--- src/rtl/ram_stream_reader_pkg.sv ---
// Shared types and constants for the RAM stream reader and its output buffer.
// Width defaults match the dual_port_ram instance that feeds the reader.
package ram_stream_reader_pkg;

  localparam int DEFAULT_ADDR_WIDTH = 8;
  localparam int DEFAULT_DATA_WIDTH = 8;

  localparam int         BUF_DEPTH       = 2;
  localparam int         BUF_COUNT_WIDTH = 2;
  localparam logic [1:0] BUF_FULL        = 2'd2;

  typedef enum logic [1:0] {
    ST_IDLE  = 2'd0,
    ST_RUN   = 2'd1,
    ST_DRAIN = 2'd2
  } state_t;

  // Slots that will be committed after this cycle: held entries plus the read in flight, less a pop.
  function automatic logic [1:0] occupancy(input logic [1:0] count,
                                           input logic       pending,
                                           input logic       pop);
    return count + {1'b0, pending} - {1'b0, pop};
  endfunction

endpackage

--- src/rtl/stream_skid_buffer.sv ---
// Two-entry valid/ready FIFO; out data/valid come straight from the head entry
// so they hold steady while the consumer stalls.
module stream_skid_buffer
  import ram_stream_reader_pkg::*;
#(
  parameter int DATA_WIDTH = DEFAULT_DATA_WIDTH
) (
  input  logic                       clock,
  input  logic                       reset,
  input  logic                       push,
  input  logic [DATA_WIDTH-1:0]      push_data,
  input  logic                       ready,
  output logic [DATA_WIDTH-1:0]      data,
  output logic                       valid,
  output logic                       pop,
  output logic [BUF_COUNT_WIDTH-1:0] count
);

  logic [DATA_WIDTH-1:0] entry_r [BUF_DEPTH];
  logic                  rd_ptr_r;
  logic                  wr_ptr_r;
  logic [1:0]            count_r;
  logic                  write_s;

  // Handshake and write-accept decode; a full buffer still accepts when the head leaves.
  always_comb begin
    pop     = (count_r != 2'd0) && ready;
    write_s = push && ((count_r != BUF_FULL) || pop);
  end

  assign valid = (count_r != 2'd0);
  assign data  = entry_r[rd_ptr_r];
  assign count = count_r;

  // Storage, pointers and occupancy.
  always_ff @(posedge clock or posedge reset) begin
    if (reset) begin
      for (int i = 0; i < BUF_DEPTH; i++) begin
        entry_r[i] <= '0;
      end
      rd_ptr_r <= 1'b0;
      wr_ptr_r <= 1'b0;
      count_r  <= 2'd0;
    end else begin
      if (write_s) begin
        entry_r[wr_ptr_r] <= push_data;
        wr_ptr_r          <= ~wr_ptr_r;
      end
      if (pop) begin
        rd_ptr_r <= ~rd_ptr_r;
      end
      case ({write_s, pop})
        2'b10:   count_r <= count_r + 2'd1;
        2'b01:   count_r <= count_r - 2'd1;
        default: count_r <= count_r;
      endcase
    end
  end

endmodule

--- src/rtl/ram_stream_reader.sv ---
// Sequential reader for dual_port_ram port A: issues one read per cycle while
// buffer space allows and streams the returned bytes out on valid/ready.
module ram_stream_reader
  import ram_stream_reader_pkg::*;
#(
  parameter int ADDR_WIDTH = DEFAULT_ADDR_WIDTH,
  parameter int DATA_WIDTH = DEFAULT_DATA_WIDTH,
  parameter int LEN_WIDTH  = ADDR_WIDTH + 1
) (
  input  logic                  clock,
  input  logic                  reset,
  input  logic                  start,
  input  logic [ADDR_WIDTH-1:0] base_addr,
  input  logic [LEN_WIDTH-1:0]  length,
  output logic [ADDR_WIDTH-1:0] ram_address,
  output logic                  ram_write_enable,
  input  logic [DATA_WIDTH-1:0] ram_data,
  output logic [DATA_WIDTH-1:0] out_data,
  output logic                  out_valid,
  input  logic                  out_ready,
  output logic                  busy,
  output logic                  done
);

  localparam logic [LEN_WIDTH-1:0] MAX_LEN  = LEN_WIDTH'(1) << ADDR_WIDTH;
  localparam logic [LEN_WIDTH-1:0] ONE_LEN  = LEN_WIDTH'(1);
  localparam logic [LEN_WIDTH-1:0] ZERO_LEN = LEN_WIDTH'(0);

  state_t                      state_r;
  state_t                      state_n;
  logic [ADDR_WIDTH-1:0]       addr_r;
  logic [ADDR_WIDTH-1:0]       addr_n;
  logic [LEN_WIDTH-1:0]        remaining_r;
  logic [LEN_WIDTH-1:0]        remaining_n;
  logic                        pending_r;
  logic                        done_r;
  logic                        done_n;
  logic                        issue_s;
  logic                        buf_pop_s;
  logic [BUF_COUNT_WIDTH-1:0]  buf_count_s;
  logic [LEN_WIDTH-1:0]        clamped_len_s;
  logic                        drain_empty_s;

  stream_skid_buffer #(
    .DATA_WIDTH(DATA_WIDTH)
  ) u_buffer (
    .clock    (clock),
    .reset    (reset),
    .push     (pending_r),
    .push_data(ram_data),
    .ready    (out_ready),
    .data     (out_data),
    .valid    (out_valid),
    .pop      (buf_pop_s),
    .count    (buf_count_s)
  );

  assign ram_address      = addr_r;
  assign ram_write_enable = 1'b0;
  assign busy             = (state_r != ST_IDLE);
  assign done             = done_r;

  // Length clamp and the "nothing left in flight" condition used to finish a transfer.
  always_comb begin
    clamped_len_s = (length > MAX_LEN) ? MAX_LEN : length;
    drain_empty_s = !pending_r &&
                    ((buf_count_s == 2'd0) || ((buf_count_s == 2'd1) && buf_pop_s));
  end

  // Next-state, issue and counter logic.
  always_comb begin
    state_n     = state_r;
    addr_n      = addr_r;
    remaining_n = remaining_r;
    done_n      = 1'b0;
    issue_s     = 1'b0;
    case (state_r)
      ST_IDLE: begin
        if (start) begin
          if (length == ZERO_LEN) begin
            done_n = 1'b1;
          end else begin
            state_n     = ST_RUN;
            addr_n      = base_addr;
            remaining_n = clamped_len_s;
          end
        end else begin
          state_n = ST_IDLE;
        end
      end
      ST_RUN: begin
        // A read is only issued when its data is guaranteed a buffer slot on return.
        if ((remaining_r != ZERO_LEN) &&
            (occupancy(buf_count_s, pending_r, buf_pop_s) < 2'd2)) begin
          issue_s     = 1'b1;
          addr_n      = addr_r + ADDR_WIDTH'(1);
          remaining_n = remaining_r - ONE_LEN;
          if (remaining_r == ONE_LEN) begin
            state_n = ST_DRAIN;
          end else begin
            state_n = ST_RUN;
          end
        end else begin
          state_n = ST_RUN;
        end
      end
      ST_DRAIN: begin
        if (drain_empty_s) begin
          state_n = ST_IDLE;
          done_n  = 1'b1;
        end else begin
          state_n = ST_DRAIN;
        end
      end
      default: begin
        state_n = ST_IDLE;
      end
    endcase
  end

  // Control registers; clearing pending on reset discards any read still in flight.
  always_ff @(posedge clock or posedge reset) begin
    if (reset) begin
      state_r     <= ST_IDLE;
      addr_r      <= '0;
      remaining_r <= '0;
      pending_r   <= 1'b0;
      done_r      <= 1'b0;
    end else begin
      state_r     <= state_n;
      addr_r      <= addr_n;
      remaining_r <= remaining_n;
      pending_r   <= issue_s;
      done_r      <= done_n;
    end
  end

endmodule
--- config.mk ---
export PLATFORM = sky130hd
export DESIGN_NAME = ram_stream_reader
export DESIGN_NICKNAME = d
export VERILOG_FILES = /design/src/rtl/ram_stream_reader_pkg.sv /design/src/rtl/stream_skid_buffer.sv /design/src/rtl/ram_stream_reader.sv
export SDC_FILE = /design/constraint.sdc
export NUM_CORES = 1
export LEC_CHECK = 0
export CORE_MARGIN = 2
export CORE_UTILIZATION = 46
export CTS_CLUSTER_SIZE = 28
export DETAILED_ROUTE_END_ITERATION = 8
export GPL_TIMING_DRIVEN = 1
export PLACE_DENSITY = 0.88
export SETUP_SLACK_MARGIN = 0.05
export SYNTH_ARGS = -nofsm -noshare
export SYNTH_HDL_FRONTEND = slang
export SYNTH_SLANG_ARGS = --single-unit
--- constraint.sdc ---
create_clock -name clock -period 2.5 [get_ports clock]
set_clock_uncertainty 0.15 [all_clocks]
set_input_delay 0.25 -clock clock [delete_from_list [all_inputs] [get_ports clock]]
set_output_delay 0.25 -clock clock [all_outputs]
set_load 0.05 [all_outputs]
==> Word-level counts from Yosys, hierarchy flattened <==
Cells that the tools add are included.
Widths: inputs -> output; s select.
{ "classes": {"n_addsub": 6, "magnitude_cmp": 5, "eq_ne": 11, "muxes": 28, "bitwise": 4, "reduce_logical": 18} }
{ "op_table": {"columns": ["cell", "n"], "rows": [
  ["$mux 8", 7],
  ["$mux 9", 4],
  ["$pmux 9 s2", 1],
  ["$bwmux 16", 1],
  ["$pmux 8 s2", 1],
  ["$mux 2", 5],
  ["$eq 9x1->1 const B", 1],
  ["$gt 9x9->1 const B", 1],
  ["$logic_not 9->1", 1],
  ["$reduce_bool 9->1", 1],
  ["$sub 9x1->9 const B", 1],
  ["$add 8x1->8 const B", 1],
  ["$demux 8 s1", 1],
  ["$ne 2x2->1 const B", 4],
  ["$reduce_bool 2->1", 4],
  ["$eq 2x1->1 const B", 3],
  ["$logic_and 1x1->1", 6],
  ["$pmux 2 s3", 1],
  ["$mux 1", 5],
  ["$eq 2x2->1 const B", 2],
  ["$ge 2x2->1 const B", 2],
  ["$logic_not 2->1", 2],
  ["$not 1->2", 2],
  ["$pmux 2 s2", 1],
  ["other kinds (12)", 14]
]} }
{ "word_totals": {"register_bits": 41, "inputBits": 29, "elab_cells": 82} }

==> Logic depth before layout (Yosys ltp) <==
{ "depth": {"ltp_word": 7, "ltp_mapped": 11} }

==> By module <==
A second synthesis with hierarchy kept.
{ "unflattened": {"cells_unflattened": 219, "hier_area_um2": 2253.4} }
{ "modules_own_cells": {"columns": ["module", "instances", "cells_per_inst", "area_each_um2", "seq_area_each_um2"], "rows": [
  ["ram_stream_reader", 1, 159, 1355.0, 525.5],
  ["stream_skid_buffer", 1, 60, 898.4, 500.5]
]} }

==> Least setup slack after synthesis <==
No wires, ideal clock.
{ "synth_path": {"path_kind": "reg-to-reg", "startpoint": "reg u_buffer.count_r[0], in the netlist u_buffer.count[0]", "endpoint": "reg remaining_r[0]", "arrival_time_ns": 2.068, "required_ns": 2.226, "slack_ns": 0.158, "path_stages_with_launch": 11, "n_path_buf": 0, "period_less_slack_ns": 2.342, "path_cell_list": "dfrtp_1 > inv_1 > ha_1 > nand2b_1 > inv_1 > ha_1 > xnor2_1 > xnor2_1 > o21a_1 > nor3_1 > a211o_2"} }
{ "synth_via": {"elab_chain_cells": 7} }
{ "synth_lines": {"columns": ["element", "line", "source"], "rows": [
  ["from (decl)", "stream_skid_buffer.sv:22", "logic [1:0] count_r;"],
  ["from (signal assigned)", "stream_skid_buffer.sv:53", "2'b10: count_r <= count_r + 2'd1;"],
  ["from (signal assigned)", "stream_skid_buffer.sv:54", "2'b01: count_r <= count_r - 2'd1;"],
  ["from (signal assigned)", "stream_skid_buffer.sv:55", "default: count_r <= count_r;"],
  ["$reduce_bool 2->1", "stream_skid_buffer.sv:27", "pop = (count_r != 2'd0) && ready;"],
  ["$logic_and 1x1->1", "stream_skid_buffer.sv:27", null],
  ["named net buf_pop_s", "ram_stream_reader.sv:39", "logic buf_pop_s;"],
  ["$sub 2x1->2", "ram_stream_reader_pkg.sv:22", "return count + {1'b0, pending} - {1'b0, pop};"],
  ["$lt 2x2->1", "ram_stream_reader.sv:94", "(occupancy(buf_count_s, pending_r, buf_pop_s) < 2'd2)) begin"],
  ["$logic_and 1x1->1", "ram_stream_reader.sv:93", "if ((remaining_r != ZERO_LEN) &&"],
  ["$ne 2x2->1 (no line)", null, null],
  ["$reduce_and 4->1 (no line)", null, null],
  ["to (signal assigned)", "ram_stream_reader.sv:132", "remaining_r <= remaining_n;"],
  ["to (decl)", "ram_stream_reader.sv:33", "logic [LEN_WIDTH-1:0] remaining_r;"]
]} }
The timed path passes the listed nets, and every way through them passes these cells.
A chain may end at the register's enable or synchronous reset.

==> Worst setup path after layout <==
{ "layout_path": {"startpoint": "reg u_buffer.count_r[1], in the netlist u_buffer.count[1]", "endpoint": "reg remaining_r[0]"} }
Same word-level chain as after synthesis.

==> results.json <==
{
  "clock_latency_ps": 310,
  "routed_wl_mm": 4.99,
  "seq_area_frac_synth_pct": 45.8,
  "ctsHoldBuffers": 0,
  "yosysTopAreaCellShare_pct": 45.8,
  "reg2reg_depth": 10,
  "ctsHtreeMaxLevel": 2,
  "ios": 49,
  "status": "completed",
  "route.vias.total": 1897,
  "reg2reg_from": "u_buffer.count[1]",
  "track_usage_pct": 19.8,
  "synth_nets": 261,
  "setup_viol": 0,
  "max_freq_ghz": 0.420,
  "numCtsBuffers": 5,
  "cts_tree": "done",
  "finalWeightedCongestion": 0.904,
  "syn_avg_cell_area_um2": 10.0,
  "io_buffers": 47,
  "nets": 315,
  "yosys_register_bits": 41,
  "worstPathRequired_ps": 2550,
  "placed_cells": 335,
  "cts.reportedPaths.clkPinSlew_ps": 90,
  "maxCapViolations": 0,
  "synthArstFlopShare_pct": 100,
  "grt_max_degree": 42,
  "rsz0062_at_grt": "false",
  "synth_edf_count": 0,
  "critPathKind": "reg -> reg",
  "hold_viol": 0,
  "netlist_top_cells_area": "dfrtp_1 (46%), mux2_2 (12%), ha_1 (5.0%)",
  "yosysUniqueCellTypes": 40,
  "syn_inst": 223,
  "drtAntennaViolNets": 0,
  "rows": 25,
  "drc": 0,
  "r2r_end": "remaining_r[0]",
  "mostFrequentLayoutCells": "clkdlybuf4s50_1 (47), dfrtp_1 (40), mux2_2 (24)",
  "wl_per_cell_um": 14.5,
  "layoutNonFillerInstCount": 345,
  "yosys.area.top_type": "dfrtp_1",
  "grt_overflow": 0,
  "whs_ps": 214,
  "die_area_um2": 5440,
  "cts_num_sinks": 41,
  "period_needed_ps": 2380,
  "tightestPinTransition_ps": 531,
  "grt_pass1_vias": 1852,
  "arrival_ps": 2430,
  "min_path_type": "in -> async",
  "syn2layout_area_growth_pct": 33.0,
  "cp-start-kind": "flip-flop",
  "viasPerCell": 5.50,
  "drt_iter0_drc": 99,
  "die_width_um": 73.8,
  "die_h_um": 73.8,
  "slew_viol_final": 0,
  "antenna_found_initial": 0,
  "initial_core_util_pct": 47.4,
  "setup_tns_ps": 0,
  "core_area_um2": 4720,
  "synth_warnings": 0,
  "cts.path.max_buffers": 2,
  "n_antenna_cell": 0,
  "post-route-period-util_pct": 95.2,
  "firstDrtPassIters": 4,
  "clock-root-buffer": "clkbuf_8",
  "layout_commonest_cell": "clkdlybuf4s50_1",
  "drive_gt1_share_pct": 21.6,
  "ff2ff_setup_slack_ps": 120,
  "netlist_area_um2": 2240,
  "slew_headroom_pct": 64.3,
  "path_max_fanout": 6,
  "grt_pass1_wl_mm": 8.28,
  "synth_flop_cell": "dfrtp_1",
  "dp_hpwl_mm": 3.51,
  "endpoint_kind": "flip-flop"
}
## synthesized netlist by cell type (2+ instances only)
cell type and n:
a31oi_1 3, and3_1 3, a22o_1 2, a22oi_1 4, nand3_1 10, a21oi_1 18, o21ai_1 5, nor2_1 12
inv_1 11, ha_1 9, nor4b_1 2, nand2_1 12, o22ai_1 2, or3b_2 2, nor2b_1 2, clkbuf_1 5
xnor2_1 6, nand2b_1 2, dfrtp_1 41, mux2_2 24, buf_2 3, o21a_1 2, nor3_1 8, o21ai_0 19
## metal layers
| layer | wire length, µm | GRT usage [%] |
|---|---|---|
| met5 | 0 | 0 |
| met4 | 58 | 6.87 |
| met3 | 276 | 5.21 |
| met2 | 2420 | 32.3 |
| met1 | 2240 | 25.4 |
## how the worst max path moves through the flow
stage,depth (start not counted),endpoint,slack (ps),start
after CTS,10,remaining_r[0],50,u_buffer.count[1]
after detailed placement,11,remaining_r[3],20,u_buffer.count[0]
after global placement,10,remaining_r[0],160,u_buffer.count[0]
after global routing,10,remaining_r[0],10,u_buffer.count[1]
final,10,remaining_r[0],120,u_buffer.count[1]
after floorplan,10,remaining_r[0],160,u_buffer.count[0]
## what timing repair did
item                                   CTS  global route
pin swaps                                1             2
endpoints found under the hold margin    0             0
setup endpoints to repair                4            24
gates resized for setup                  2             9
buffers inserted                         1             1
## final cells by class
type,count,area [µm²]
inverters,11,41.3
well taps,67,83.8
repair buffers,57,549
multi-input cells,161,1160
fillers,374,1750
clock inverters,3,46.3
clock buffers,5,68.8
flip-flops and latches,41,1030
## critical path: stages, from the launching register on
cell and delay, ps:
dfrtp_1 430, inv_2 100, ha_4 130, nand2b_4 110, inv_1 60, ha_1 310, nor2b_2 170, xnor2_2 110
o21a_1 220, buf_4 160, a211o_2 320
## sequential cells by signal (all words and copies together), names as in the netlist
name / flops
u_buffer.count: 2
u_buffer.wr_ptr_r: 1
remaining_r: 9
u_buffer.entry_r: 16
ram_address: 8
u_buffer.rd_ptr_r: 1
pending_r: 1
state_r: 2
done: 1
## logic make-up after synthesis
group | count (synthesis) | synth area share, %
AO/OA/AOI/OAI | 61 | 16.0
XOR/XNOR | 6 | 2.35
adder cells (fa/ha/maj) | 9 | 5.03
buffers and inverters | 21 | 4.19
flip-flops | 41 | 45.8
multiplexers | 25 | 12.5
other | 1 | 0.167
AND/OR/NAND/NOR | 59 | 14.0
## per-stage QoR
stage	utilization [%]	area, µm²	worst slack, ps
2_1_floorplan	-	2240	158
3_3_place_gp	59.3	2800	155
3_5_place_dp	59.3	2800	17.9
4_1_cts	62.0	2930	50.4
5_1_grt	63.0	2980	12.2
6_report	63.0	2980	121
Power is left out: the tool's default activity adds up to more than one toggle a clock period on the data nets, which glitch-free logic cannot reach.
